<file path="config.mk">
export PLATFORM = sky130hd
export DESIGN_NAME = multicycle_ctrl_p_flat
export DESIGN_NICKNAME = d
export VERILOG_FILES = /design/src/rtl/multicycle_ctrl_p_if.sv /design/src/rtl/multicycle_ctrl_p.sv /design/src/flat_wrapper.sv
export SDC_FILE = /design/constraint.sdc
export NUM_CORES = 1
export LEC_CHECK = 0
export ABC_CLOCK_PERIOD_IN_PS = 2650
export CORE_MARGIN = 4
export CORE_UTILIZATION = 35
export CTS_BUF_LIST = sky130_fd_sc_hd__clkbuf_2 sky130_fd_sc_hd__clkbuf_4 sky130_fd_sc_hd__clkbuf_8
export CTS_CLUSTER_SIZE = 16
export DETAILED_ROUTE_END_ITERATION = 6
export GPL_TIMING_DRIVEN = 0
export PLACE_DENSITY = 0.86
export SLEW_MARGIN = 20
export SYNTH_ARGS = -nofsm -noshare
export SYNTH_HDL_FRONTEND = slang
export SYNTH_SLANG_ARGS = --single-unit
export TNS_END_PERCENT = 5
</file>
<file path="constraint.sdc">
create_clock -name clock -period 2.65 [get_ports clock]
set_input_delay 0.53 -clock clock [delete_from_list [all_inputs] [get_ports clock]]
set_output_delay 0.53 -clock clock [all_outputs]
set_load 0.01 [all_outputs]
</file>
<file path="src/rtl/multicycle_ctrl_p_if.sv">
// ---------------------------------------------------------------------------
// multicycle_ctrl_p_if
// Bundle between the multi-cycle control FSM and its datapath/IR/memory side.
//   slave  : the controller (reads inst/flags, drives every control output)
//   master : the datapath side (drives inst/flags, consumes control outputs)
// Signals:
//   inst, zero_out, mem_ready                         -> controller
//   pc_write .. alu_src_a, alu_src_b, pc_src, alu_op  <- controller (datapath controls)
//   fault, state_dbg, cycle_cnt, instret_cnt          <- controller (status / perf)
// ---------------------------------------------------------------------------
interface multicycle_ctrl_p_if #(
  parameter int INST_W = 16,
  parameter int CNT_W  = 32
);
  logic [INST_W-1:0] inst;
  logic              zero_out;
  logic              mem_ready;

  logic              pc_write;
  logic              pc_write_cond;
  logic              zero_in;
  logic              iord;
  logic              mem_read;
  logic              mem_write;
  logic              ir_write;
  logic              reg_dst1;
  logic              reg_write1;
  logic              mem_to_reg;
  logic              reg_dst2;
  logic              reg_write2;
  logic              alu_src_a;
  logic [1:0]        alu_src_b;
  logic [1:0]        pc_src;
  logic [2:0]        alu_op;
  logic              fault;
  logic [3:0]        state_dbg;
  logic [CNT_W-1:0]  cycle_cnt;
  logic [CNT_W-1:0]  instret_cnt;

  modport slave (
    input  inst, zero_out, mem_ready,
    output pc_write, pc_write_cond, zero_in, iord, mem_read, mem_write, ir_write,
           reg_dst1, reg_write1, mem_to_reg, reg_dst2, reg_write2, alu_src_a,
           alu_src_b, pc_src, alu_op, fault, state_dbg, cycle_cnt, instret_cnt
  );

  modport master (
    output inst, zero_out, mem_ready,
    input  pc_write, pc_write_cond, zero_in, iord, mem_read, mem_write, ir_write,
           reg_dst1, reg_write1, mem_to_reg, reg_dst2, reg_write2, alu_src_a,
           alu_src_b, pc_src, alu_op, fault, state_dbg, cycle_cnt, instret_cnt
  );
endinterface

</file>
<file path="src/rtl/multicycle_ctrl_p.sv">
// ---------------------------------------------------------------------------
// multicycle_ctrl_p
// Moore-style multi-cycle CPU controller: fetch, decode, then a per-class
// execute/writeback sequence. Memory states (IF, LOAD1, STORE) wait on
// mem_ready and fall into a sticky FAULT state on timeout; an illegal opcode
// (0011) also lands in FAULT. FAULT is left only through rst.
// Ports:
//   clock : rising-edge system clock
//   rst   : asynchronous active-high reset; all control outputs read 0 while high
//   bus   : multicycle_ctrl_p_if.slave (inst/flags in, datapath controls and
//           status/perf counters out)
// Parameters: INST_W (opcode = inst[INST_W-1 -: 4]), WAIT_MAX (0 = no timeout),
//   CNT_W (perf counter width).
// Optional feature: define MC_CTRL_PERF_EN to build the cycle/instret
//   counters; otherwise both counter outputs are tied to 0.
// ---------------------------------------------------------------------------
module multicycle_ctrl_p #(
  parameter int INST_W   = 16,
  parameter int WAIT_MAX = 15,
  parameter int CNT_W    = 32
) (
  input  logic              clock,
  input  logic              rst,
  multicycle_ctrl_p_if.slave bus
);

  typedef enum logic [3:0] {
    S_IF     = 4'd0,
    S_ID     = 4'd1,
    S_JUMP   = 4'd2,
    S_STORE  = 4'd3,
    S_LOAD1  = 4'd4,
    S_LOAD2  = 4'd5,
    S_BRANCH = 4'd6,
    S_DTYPE  = 4'd7,
    S_D1     = 4'd8,
    S_CTYPE  = 4'd9,
    S_CTYPE1 = 4'd10,
    S_FAULT  = 4'd15
  } state_t;

  localparam int WAIT_W = (WAIT_MAX > 0) ? $clog2(WAIT_MAX + 1) : 1;

  state_t            state_r;
  state_t            state_nxt_s;
  logic [WAIT_W-1:0] wait_cnt_r;
  logic [WAIT_W-1:0] wait_cnt_nxt_s;
  logic              mem_state_s;
  logic              timeout_s;
  logic [3:0]        opcode_s;

  assign opcode_s = bus.inst[INST_W-1 -: 4];

  // Memory-access states are the only ones that wait on mem_ready
  always_comb begin
    mem_state_s = (state_r == S_IF) || (state_r == S_LOAD1) || (state_r == S_STORE);
  end

  // Timeout: budget exhausted and the access still not done (a late mem_ready wins)
  always_comb begin
    if (WAIT_MAX > 0) begin
      timeout_s = mem_state_s && (wait_cnt_r == WAIT_W'(WAIT_MAX)) && !bus.mem_ready;
    end else begin
      timeout_s = 1'b0;
    end
  end

  // Wait counter: counts stalled cycles within one access, zero everywhere else
  always_comb begin
    wait_cnt_nxt_s = {WAIT_W{1'b0}};
    if (mem_state_s && !bus.mem_ready && !timeout_s && (WAIT_MAX > 0)) begin
      wait_cnt_nxt_s = wait_cnt_r + WAIT_W'(1);
    end else begin
      wait_cnt_nxt_s = {WAIT_W{1'b0}};
    end
  end

  // Next-state decode
  always_comb begin
    state_nxt_s = state_r;
    case (state_r)
      S_IF: begin
        if (timeout_s) begin
          state_nxt_s = S_FAULT;
        end else if (bus.mem_ready) begin
          state_nxt_s = S_ID;
        end else begin
          state_nxt_s = S_IF;
        end
      end
      S_ID: begin
        case (opcode_s[3:2])
          2'b00: begin
            case (opcode_s[1:0])
              2'b00:   state_nxt_s = S_LOAD1;
              2'b01:   state_nxt_s = S_STORE;
              2'b10:   state_nxt_s = S_JUMP;
              default: state_nxt_s = S_FAULT;  // 0011 is illegal
            endcase
          end
          2'b01: state_nxt_s = S_BRANCH;
          2'b10: begin
            // inst[7] marks a C-class no-op that retires straight from decode
            if (bus.inst[7]) begin
              state_nxt_s = S_IF;
            end else begin
              state_nxt_s = S_CTYPE;
            end
          end
          default: state_nxt_s = S_DTYPE;
        endcase
      end
      S_LOAD1: begin
        if (timeout_s) begin
          state_nxt_s = S_FAULT;
        end else if (bus.mem_ready) begin
          state_nxt_s = S_LOAD2;
        end else begin
          state_nxt_s = S_LOAD1;
        end
      end
      S_STORE: begin
        if (timeout_s) begin
          state_nxt_s = S_FAULT;
        end else if (bus.mem_ready) begin
          state_nxt_s = S_IF;
        end else begin
          state_nxt_s = S_STORE;
        end
      end
      S_LOAD2:  state_nxt_s = S_IF;
      S_JUMP:   state_nxt_s = S_IF;
      S_BRANCH: state_nxt_s = S_IF;
      S_CTYPE:  state_nxt_s = S_CTYPE1;
      S_CTYPE1: state_nxt_s = S_IF;
      S_DTYPE:  state_nxt_s = S_D1;
      S_D1:     state_nxt_s = S_IF;
      S_FAULT:  state_nxt_s = S_FAULT;
      default:  state_nxt_s = S_FAULT;  // unused encodings are treated as corruption
    endcase
  end

  // State and wait-counter registers
  always_ff @(posedge clock or posedge rst) begin
    if (rst) begin
      state_r    <= S_IF;
      wait_cnt_r <= {WAIT_W{1'b0}};
    end else begin
      state_r    <= state_nxt_s;
      wait_cnt_r <= wait_cnt_nxt_s;
    end
  end

  // Control outputs decoded from the current state; all forced low during reset
  always_comb begin
    bus.pc_write      = 1'b0;
    bus.pc_write_cond = 1'b0;
    bus.zero_in       = 1'b0;
    bus.iord          = 1'b0;
    bus.mem_read      = 1'b0;
    bus.mem_write     = 1'b0;
    bus.ir_write      = 1'b0;
    bus.reg_dst1      = 1'b0;
    bus.reg_write1    = 1'b0;
    bus.mem_to_reg    = 1'b0;
    bus.reg_dst2      = 1'b0;
    bus.reg_write2    = 1'b0;
    bus.alu_src_a     = 1'b0;
    bus.alu_src_b     = 2'b00;
    bus.pc_src        = 2'b00;
    bus.alu_op        = 3'b000;
    bus.fault         = 1'b0;
    bus.state_dbg     = 4'h0;
    if (rst) begin
      bus.fault = 1'b0;  // everything stays at its cleared default
    end else begin
      bus.state_dbg = state_r;
      case (state_r)
        S_IF: begin
          bus.mem_read  = 1'b1;
          bus.alu_src_b = 2'b10;
          bus.alu_op    = 3'b100;
          // PC/IR update only in the cycle the fetch completes
          bus.ir_write  = bus.mem_ready;
          bus.pc_write  = bus.mem_ready;
        end
        S_LOAD1: begin
          bus.iord     = 1'b1;
          bus.mem_read = 1'b1;
        end
        S_LOAD2: begin
          bus.reg_write1 = 1'b1;
          bus.mem_to_reg = 1'b1;
        end
        S_STORE: begin
          bus.iord      = 1'b1;
          bus.mem_write = 1'b1;
        end
        S_JUMP: begin
          bus.pc_src   = 2'b10;
          bus.pc_write = 1'b1;
        end
        S_BRANCH: begin
          bus.alu_src_a     = 1'b1;
          bus.alu_op        = 3'b101;
          bus.pc_src        = 2'b01;
          bus.pc_write_cond = 1'b1;
          bus.zero_in       = bus.zero_out;
        end
        S_CTYPE: begin
          bus.alu_src_a = 1'b1;
        end
        S_CTYPE1: begin
          bus.reg_write2 = 1'b1;
          bus.reg_dst2   = bus.inst[0];
        end
        S_DTYPE: begin
          bus.alu_src_a = 1'b1;
          bus.alu_src_b = 2'b01;
          bus.alu_op    = opcode_s[2:0];
        end
        S_D1: begin
          bus.reg_write1 = 1'b1;
        end
        S_FAULT: begin
          bus.fault = 1'b1;
        end
        default: begin
          bus.fault = 1'b0;
        end
      endcase
    end
  end

`ifdef MC_CTRL_PERF_EN
  logic [CNT_W-1:0] cycle_cnt_r;
  logic [CNT_W-1:0] instret_cnt_r;

  // Perf counters: frozen in FAULT; an instruction retires on each return to IF
  always_ff @(posedge clock or posedge rst) begin
    if (rst) begin
      cycle_cnt_r   <= {CNT_W{1'b0}};
      instret_cnt_r <= {CNT_W{1'b0}};
    end else if (state_r != S_FAULT) begin
      cycle_cnt_r <= cycle_cnt_r + CNT_W'(1);
      if ((state_nxt_s == S_IF) && (state_r != S_IF)) begin
        instret_cnt_r <= instret_cnt_r + CNT_W'(1);
      end
    end
  end

  assign bus.cycle_cnt   = cycle_cnt_r;
  assign bus.instret_cnt = instret_cnt_r;
`else
  assign bus.cycle_cnt   = {CNT_W{1'b0}};
  assign bus.instret_cnt = {CNT_W{1'b0}};
`endif

endmodule

</file>
<file path="src/flat_wrapper.sv">
// flat-port wrapper written by rule: the top's interface ports become plain ports
module multicycle_ctrl_p_flat 
#(
  parameter int INST_W   = 16,
  parameter int WAIT_MAX = 15,
  parameter int CNT_W    = 32
)
  (clock, rst, bus_inst, bus_zero_out, bus_mem_ready, bus_pc_write, bus_pc_write_cond, bus_zero_in, bus_iord, bus_mem_read, bus_mem_write, bus_ir_write, bus_reg_dst1, bus_reg_write1, bus_mem_to_reg, bus_reg_dst2, bus_reg_write2, bus_alu_src_a, bus_alu_src_b, bus_pc_src, bus_alu_op, bus_fault, bus_state_dbg, bus_cycle_cnt, bus_instret_cnt);
  multicycle_ctrl_p_if #(.INST_W(INST_W), .CNT_W(CNT_W)) bus_i ();
  input  logic clock;
  input  logic rst;
  input wire logic [$bits(bus_i.inst)-1:0] bus_inst;
  input wire logic [$bits(bus_i.zero_out)-1:0] bus_zero_out;
  input wire logic [$bits(bus_i.mem_ready)-1:0] bus_mem_ready;
  output wire logic [$bits(bus_i.pc_write)-1:0] bus_pc_write;
  output wire logic [$bits(bus_i.pc_write_cond)-1:0] bus_pc_write_cond;
  output wire logic [$bits(bus_i.zero_in)-1:0] bus_zero_in;
  output wire logic [$bits(bus_i.iord)-1:0] bus_iord;
  output wire logic [$bits(bus_i.mem_read)-1:0] bus_mem_read;
  output wire logic [$bits(bus_i.mem_write)-1:0] bus_mem_write;
  output wire logic [$bits(bus_i.ir_write)-1:0] bus_ir_write;
  output wire logic [$bits(bus_i.reg_dst1)-1:0] bus_reg_dst1;
  output wire logic [$bits(bus_i.reg_write1)-1:0] bus_reg_write1;
  output wire logic [$bits(bus_i.mem_to_reg)-1:0] bus_mem_to_reg;
  output wire logic [$bits(bus_i.reg_dst2)-1:0] bus_reg_dst2;
  output wire logic [$bits(bus_i.reg_write2)-1:0] bus_reg_write2;
  output wire logic [$bits(bus_i.alu_src_a)-1:0] bus_alu_src_a;
  output wire logic [$bits(bus_i.alu_src_b)-1:0] bus_alu_src_b;
  output wire logic [$bits(bus_i.pc_src)-1:0] bus_pc_src;
  output wire logic [$bits(bus_i.alu_op)-1:0] bus_alu_op;
  output wire logic [$bits(bus_i.fault)-1:0] bus_fault;
  output wire logic [$bits(bus_i.state_dbg)-1:0] bus_state_dbg;
  output wire logic [$bits(bus_i.cycle_cnt)-1:0] bus_cycle_cnt;
  output wire logic [$bits(bus_i.instret_cnt)-1:0] bus_instret_cnt;
  assign bus_i.inst = bus_inst;
  assign bus_i.zero_out = bus_zero_out;
  assign bus_i.mem_ready = bus_mem_ready;
  assign bus_pc_write = bus_i.pc_write;
  assign bus_pc_write_cond = bus_i.pc_write_cond;
  assign bus_zero_in = bus_i.zero_in;
  assign bus_iord = bus_i.iord;
  assign bus_mem_read = bus_i.mem_read;
  assign bus_mem_write = bus_i.mem_write;
  assign bus_ir_write = bus_i.ir_write;
  assign bus_reg_dst1 = bus_i.reg_dst1;
  assign bus_reg_write1 = bus_i.reg_write1;
  assign bus_mem_to_reg = bus_i.mem_to_reg;
  assign bus_reg_dst2 = bus_i.reg_dst2;
  assign bus_reg_write2 = bus_i.reg_write2;
  assign bus_alu_src_a = bus_i.alu_src_a;
  assign bus_alu_src_b = bus_i.alu_src_b;
  assign bus_pc_src = bus_i.pc_src;
  assign bus_alu_op = bus_i.alu_op;
  assign bus_fault = bus_i.fault;
  assign bus_state_dbg = bus_i.state_dbg;
  assign bus_cycle_cnt = bus_i.cycle_cnt;
  assign bus_instret_cnt = bus_i.instret_cnt;
  multicycle_ctrl_p #(.INST_W(INST_W), .WAIT_MAX(WAIT_MAX), .CNT_W(CNT_W)) u_core (.clock(clock), .rst(rst), .bus(bus_i));
endmodule
</file>
Word-level counts from Yosys, hierarchy flattened

Index checks and enable logic that the tools add are counted.

Word-level logic and storage cells: 79
Bits of input ports: 20
Latch bits: 0
Memory bits (writable): 0
Output and inout port bits: 89
Register bits: 8
Memories kept: 0
ROM bits: 0

Divide/modulo/power cells: 0
Add/subtract/negate cells: 1
Multiply operators: 0
Mux-type cells: 44
Shift operators: 0
Eq/ne operators: 16
Bitwise operators: 0
Order comparisons: 0
Reductions and logical operators: 16

Operators by type and width:

| operator                                      | number |
|---|---|
| one-hot mux 4 bit (7 select lines)            | 1 |
| 2-to-1 mux 1 bit                              | 27 |
| 2-to-1 mux 4 bit                              | 6 |
| one-hot mux 4 bit (3 select lines)            | 2 |
| == test 4 bit, second input constant          | 5 |
| == test 4 x 3 -> 1 bit, second input constant | 4 |
| one-hot mux 3 bit (3 select lines)            | 1 |
| == test 4 x 2 -> 1 bit, second input constant | 2 |
| one-hot mux 2 bit (2 select lines)            | 2 |
| 2-to-1 mux 2 bit                              | 3 |
| OR reduction 2 bit                            | 3 |
| OR reduction 5 bit                            | 1 |
| adder 4 x 1 -> 4 bit, second input constant   | 1 |
| == test 2 x 1 -> 1 bit, second input constant | 2 |
| == test 2 bit, second input constant          | 2 |
| == test 4 x 1 -> 1 bit, second input constant | 1 |
| logical AND 1 bit                             | 4 |
| logical NOT 2 bit                             | 2 |
| logical NOT 4 bit                             | 1 |
| 2-to-1 mux 3 bit                              | 1 |
| OR reduction 3 bit                            | 1 |
| logical NOT 1 bit                             | 2 |
| logical OR 1 bit                              | 2 |
| one-hot mux 1 bit (2 select lines)            | 1 |

Logic depth before layout (Yosys ltp)

Depth after elaboration: 8
Mapped depth: 6
Mapped depth without buffers: 6

Least setup slack after synthesis

Ideal clock, no wire load.

Path type: in2out
From: in rst
To: out bus_zero_in
Stages on the path: 5
Path slack: 0.511 ns
Data arrival time: 1.609 ns
Buffers on the path: 1
Required time: 2.120 ns
Cell sequence: buf_2 inv_1 nand3_2 nor3b_2 and2_1

Word-level cells in the longest chain between the ends: 1

RTL lines:

| element          | line                     | source |
|---|---|---|
| start, declared  | flat_wrapper.sv:11       | `input logic rst;` |
| 2-to-1 mux 1 bit | multicycle_ctrl_p.sv:174 | `if (rst) begin` |
| end, declared    | flat_wrapper.sv:17       | `output wire logic [$bits(bus_i.zero_in)-1:0] bus_zero_in;` |

No other way between the ends.

Worst setup path after layout

Ends and elaborated chain as after synthesis.

==> out/summary.txt <==
hold crit path type -> in -> async
CP max stage cell -> clkdlybuf4s50_1
vias in the first global route -> 1,031
DRT iter0 DRCs -> 56
TritonCTS Buffers -> 3
Inserted Diodes -> 0
period utilization -> 94.69%
most frequent cells in the layout -> buf_4 (67), conb_1 (65), clkdlybuf4s50_1 (31), nor2_1 (23), dfrtp_1 (8)
number of routed nets with antenna violations -> 0
I/O Buffers -> 32
first-pass GRT wire length -> 4540 µm
final core utilization -> 54.78%
total grt overflow -> 0
final setup violation count -> 0
GPL Wtd Cong -> 0.8892
DR DRC count -> 0
CTS tree -> done
clk slew on worst S/H paths -> 40 ps
critical-path cell list -> buf_2 > clkinvlp_4 > nand3_2 > nor3b_4 > and2_1 > clkdlybuf4s50_1
final hold vios -> 0
Peak VDD IR -> 0.1168 mV
P_leak -> 1.064 nW
DR vias/cell -> 3.656
largest net degree at the start of global routing -> 12
worst setup margin -> 140.7 ps
Final Slew Violations -> 0
Clock Latency Late Sink -> 220 ps
DP Worst Slack -> -65.94 ps
Worst path max stage delay -> 530 ps
max-cap viol count -> 0
Pwr Total -> 0.4238 mW
drt wl/cell -> 9.074 µm
Site Rows -> 22
Starting Density -> 36.36%
fin nets -> 301
area of the core -> 3661 µm²
CTS H-tree lvls -> 1
share of layout cells above drive strength 1 -> 31.27%
skew final -> 1.120 ps
P per Cell Area -> 211.3 nW/µm²
synth warn -> 0
HPWL after DPL -> 2560 µm
unrepaired setup endpoints after global routing -> no
clk sinks -> 8
Die Y -> 69.68 µm
WP data required -> 2120 ps
Die Wd -> 69.68 µm
post-synthesis sequential area ratio -> 15.04%
delay-heaviest family, CP -> buffers and inverters
full die area -> 4855 µm²
setup tns final -> 0 ps
CP Launch Type -> input port
drt total wl -> 2931 µm
area of the mapped netlist -> 1331 µm²
Vias -> 1,181
Synth Instances -> 176
Buffers & Inverters on Critical Path -> 3
outcome -> complete, no violations
Crit. End Element -> output port
WS Path Type -> in -> out
initial antenna violation count -> 0
Root Buffer -> clkbuf_8
clk buf depth -> 2
Avg Cell Area, Syn -> 7.564 µm²
min cycle time layout -> 2509 ps
maximum clock rate -> 398.5 MHz
commonest non-fill, non-tap cell in the layout -> buf_4
count of different cell masters after synthesis -> 43
#FFs+latches synth -> 8
crit path DAT -> 1980 ps
first-pass detailed-route iteration total -> 4
area delta synth->final -> 50.66%
CP Max Fanout -> 11
IO Pins -> 109
gr usage total -> 10.82%
[worst reg2reg max path, cell delays in order (launching register included)]
cell and delay, ps:
dfrtp_1 380, ha_1 240, and4b_1 260, o221a_2 280
a21oi_1 120, o211ai_1 100
[registers in the layout (all words and copies together), names as in the netlist]
name               count
u_core.state_r         4
u_core.wait_cnt_r      4
[cells in the mapped netlist (all sizes together)]
master	count	area, µm²
a2111oi	1	27.53
a21o	1	7.510
a21oi	3	15.01
a22oi	1	7.510
a31o	1	8.760
a31oi	2	12.51
and2	4	25.02
and2b	1	8.760
and3	2	12.51
and4b	1	10.01
buf	69	513.0
clkbuf	3	31.28
conb	1	3.750
dfrtp	8	200.2
ha	4	50.05
inv	7	26.28
nand2	6	22.52
nand2b	5	41.29
nand3	4	25.02
nand3b	1	7.510
nor2	23	86.33
nor2b	2	12.51
nor3	7	40.04
nor3b	2	20.02
nor4	1	6.260
o211ai	2	15.01
o21ai	4	20.01
o221a	1	11.26
o221ai	1	8.760
o22ai	3	18.77
or2	2	12.52
or3	1	6.260
xnor2	1	8.760
xor2	1	8.760
[final timing paths]
| kind | slack [ps] | cells after the start | from | to |
|---|---|---|---|---|
| max | 140 | 6 | rst | bus_zero_in |
| min | 320 | 2 | rst | u_core.wait_cnt_r[3] |
| max reg2reg | 1130 | 5 | u_core.wait_cnt_r[0] | u_core.state_r[2] |
| min reg2reg | 460 | 1 | u_core.wait_cnt_r[0] | u_core.wait_cnt_r[0] |
| max in group asynchronous | 2160 | 2 | rst | u_core.state_r[0] |
| min in group clock | 460 | 1 | u_core.wait_cnt_r[0] | u_core.wait_cnt_r[0] |
[metal layers]
layer | global-route usage [%] | vias up | wire (µm)
li1 | - | 643 | -
met1 | 11.64 | 479 | 1098
met2 | 20.66 | 59 | 1472
met3 | 3.478 | 0 | 360
met4 | 1.915 | 0 | 0
met5 | 0 | - | 0
[layout make-up]
cell class / instances / area, µm²
Fill cell: 369 / 1655
Inverter: 7 / 30.03
Clock buffer: 3 / 41.29
Buffer: 72 / 544.3
Tap cell: 48 / 60.06
Timing Repair Buffer: 32 / 322.8
Multi-Input combinational cell: 153 / 807.0
Sequential cell: 8 / 200.2
[report_power, final]
part	total (mW)	switching [mW]	internal, mW
logic	0.163	0.0764	0.0862
clock network	0.138	0.0407	0.0978
registers	0.123	0	0.123
total	0.424	0.117	0.307
[timing repair]
| item | in CTS | in global routing |
|---|---|---|
| resized for setup | 1 | 3 |
| setup buffers | 0 | 0 |
| hold buffers | 0 | 0 |
| endpoints found under the setup margin | 2 | 2 |
[metrics by stage]
step	hold slack, ps	std cells	area [µm²]
after floorplan	433.1	240	1572
after global placement	450.3	320	1952
after detailed placement	452.4	320	1952
after CTS	323.8	323	1997
after global routing	334.5	323	2006
final	318.9	323	2006
[logic make-up (layout without fill, tap and decap cells)]
kind of cell	after synthesis	in the layout	share of synthesized area (%)
other	1	65	0.2817
XOR/XNOR	2	2	1.316
flip-flops	8	8	15.04
buffers and inverters	79	114	42.86
AO/OA/AOI/OAI	20	20	11.47
adder cells (fa/ha/maj)	4	4	3.760
AND/OR/NAND/NOR	62	62	25.28
(Power assumes the default switching activity.)
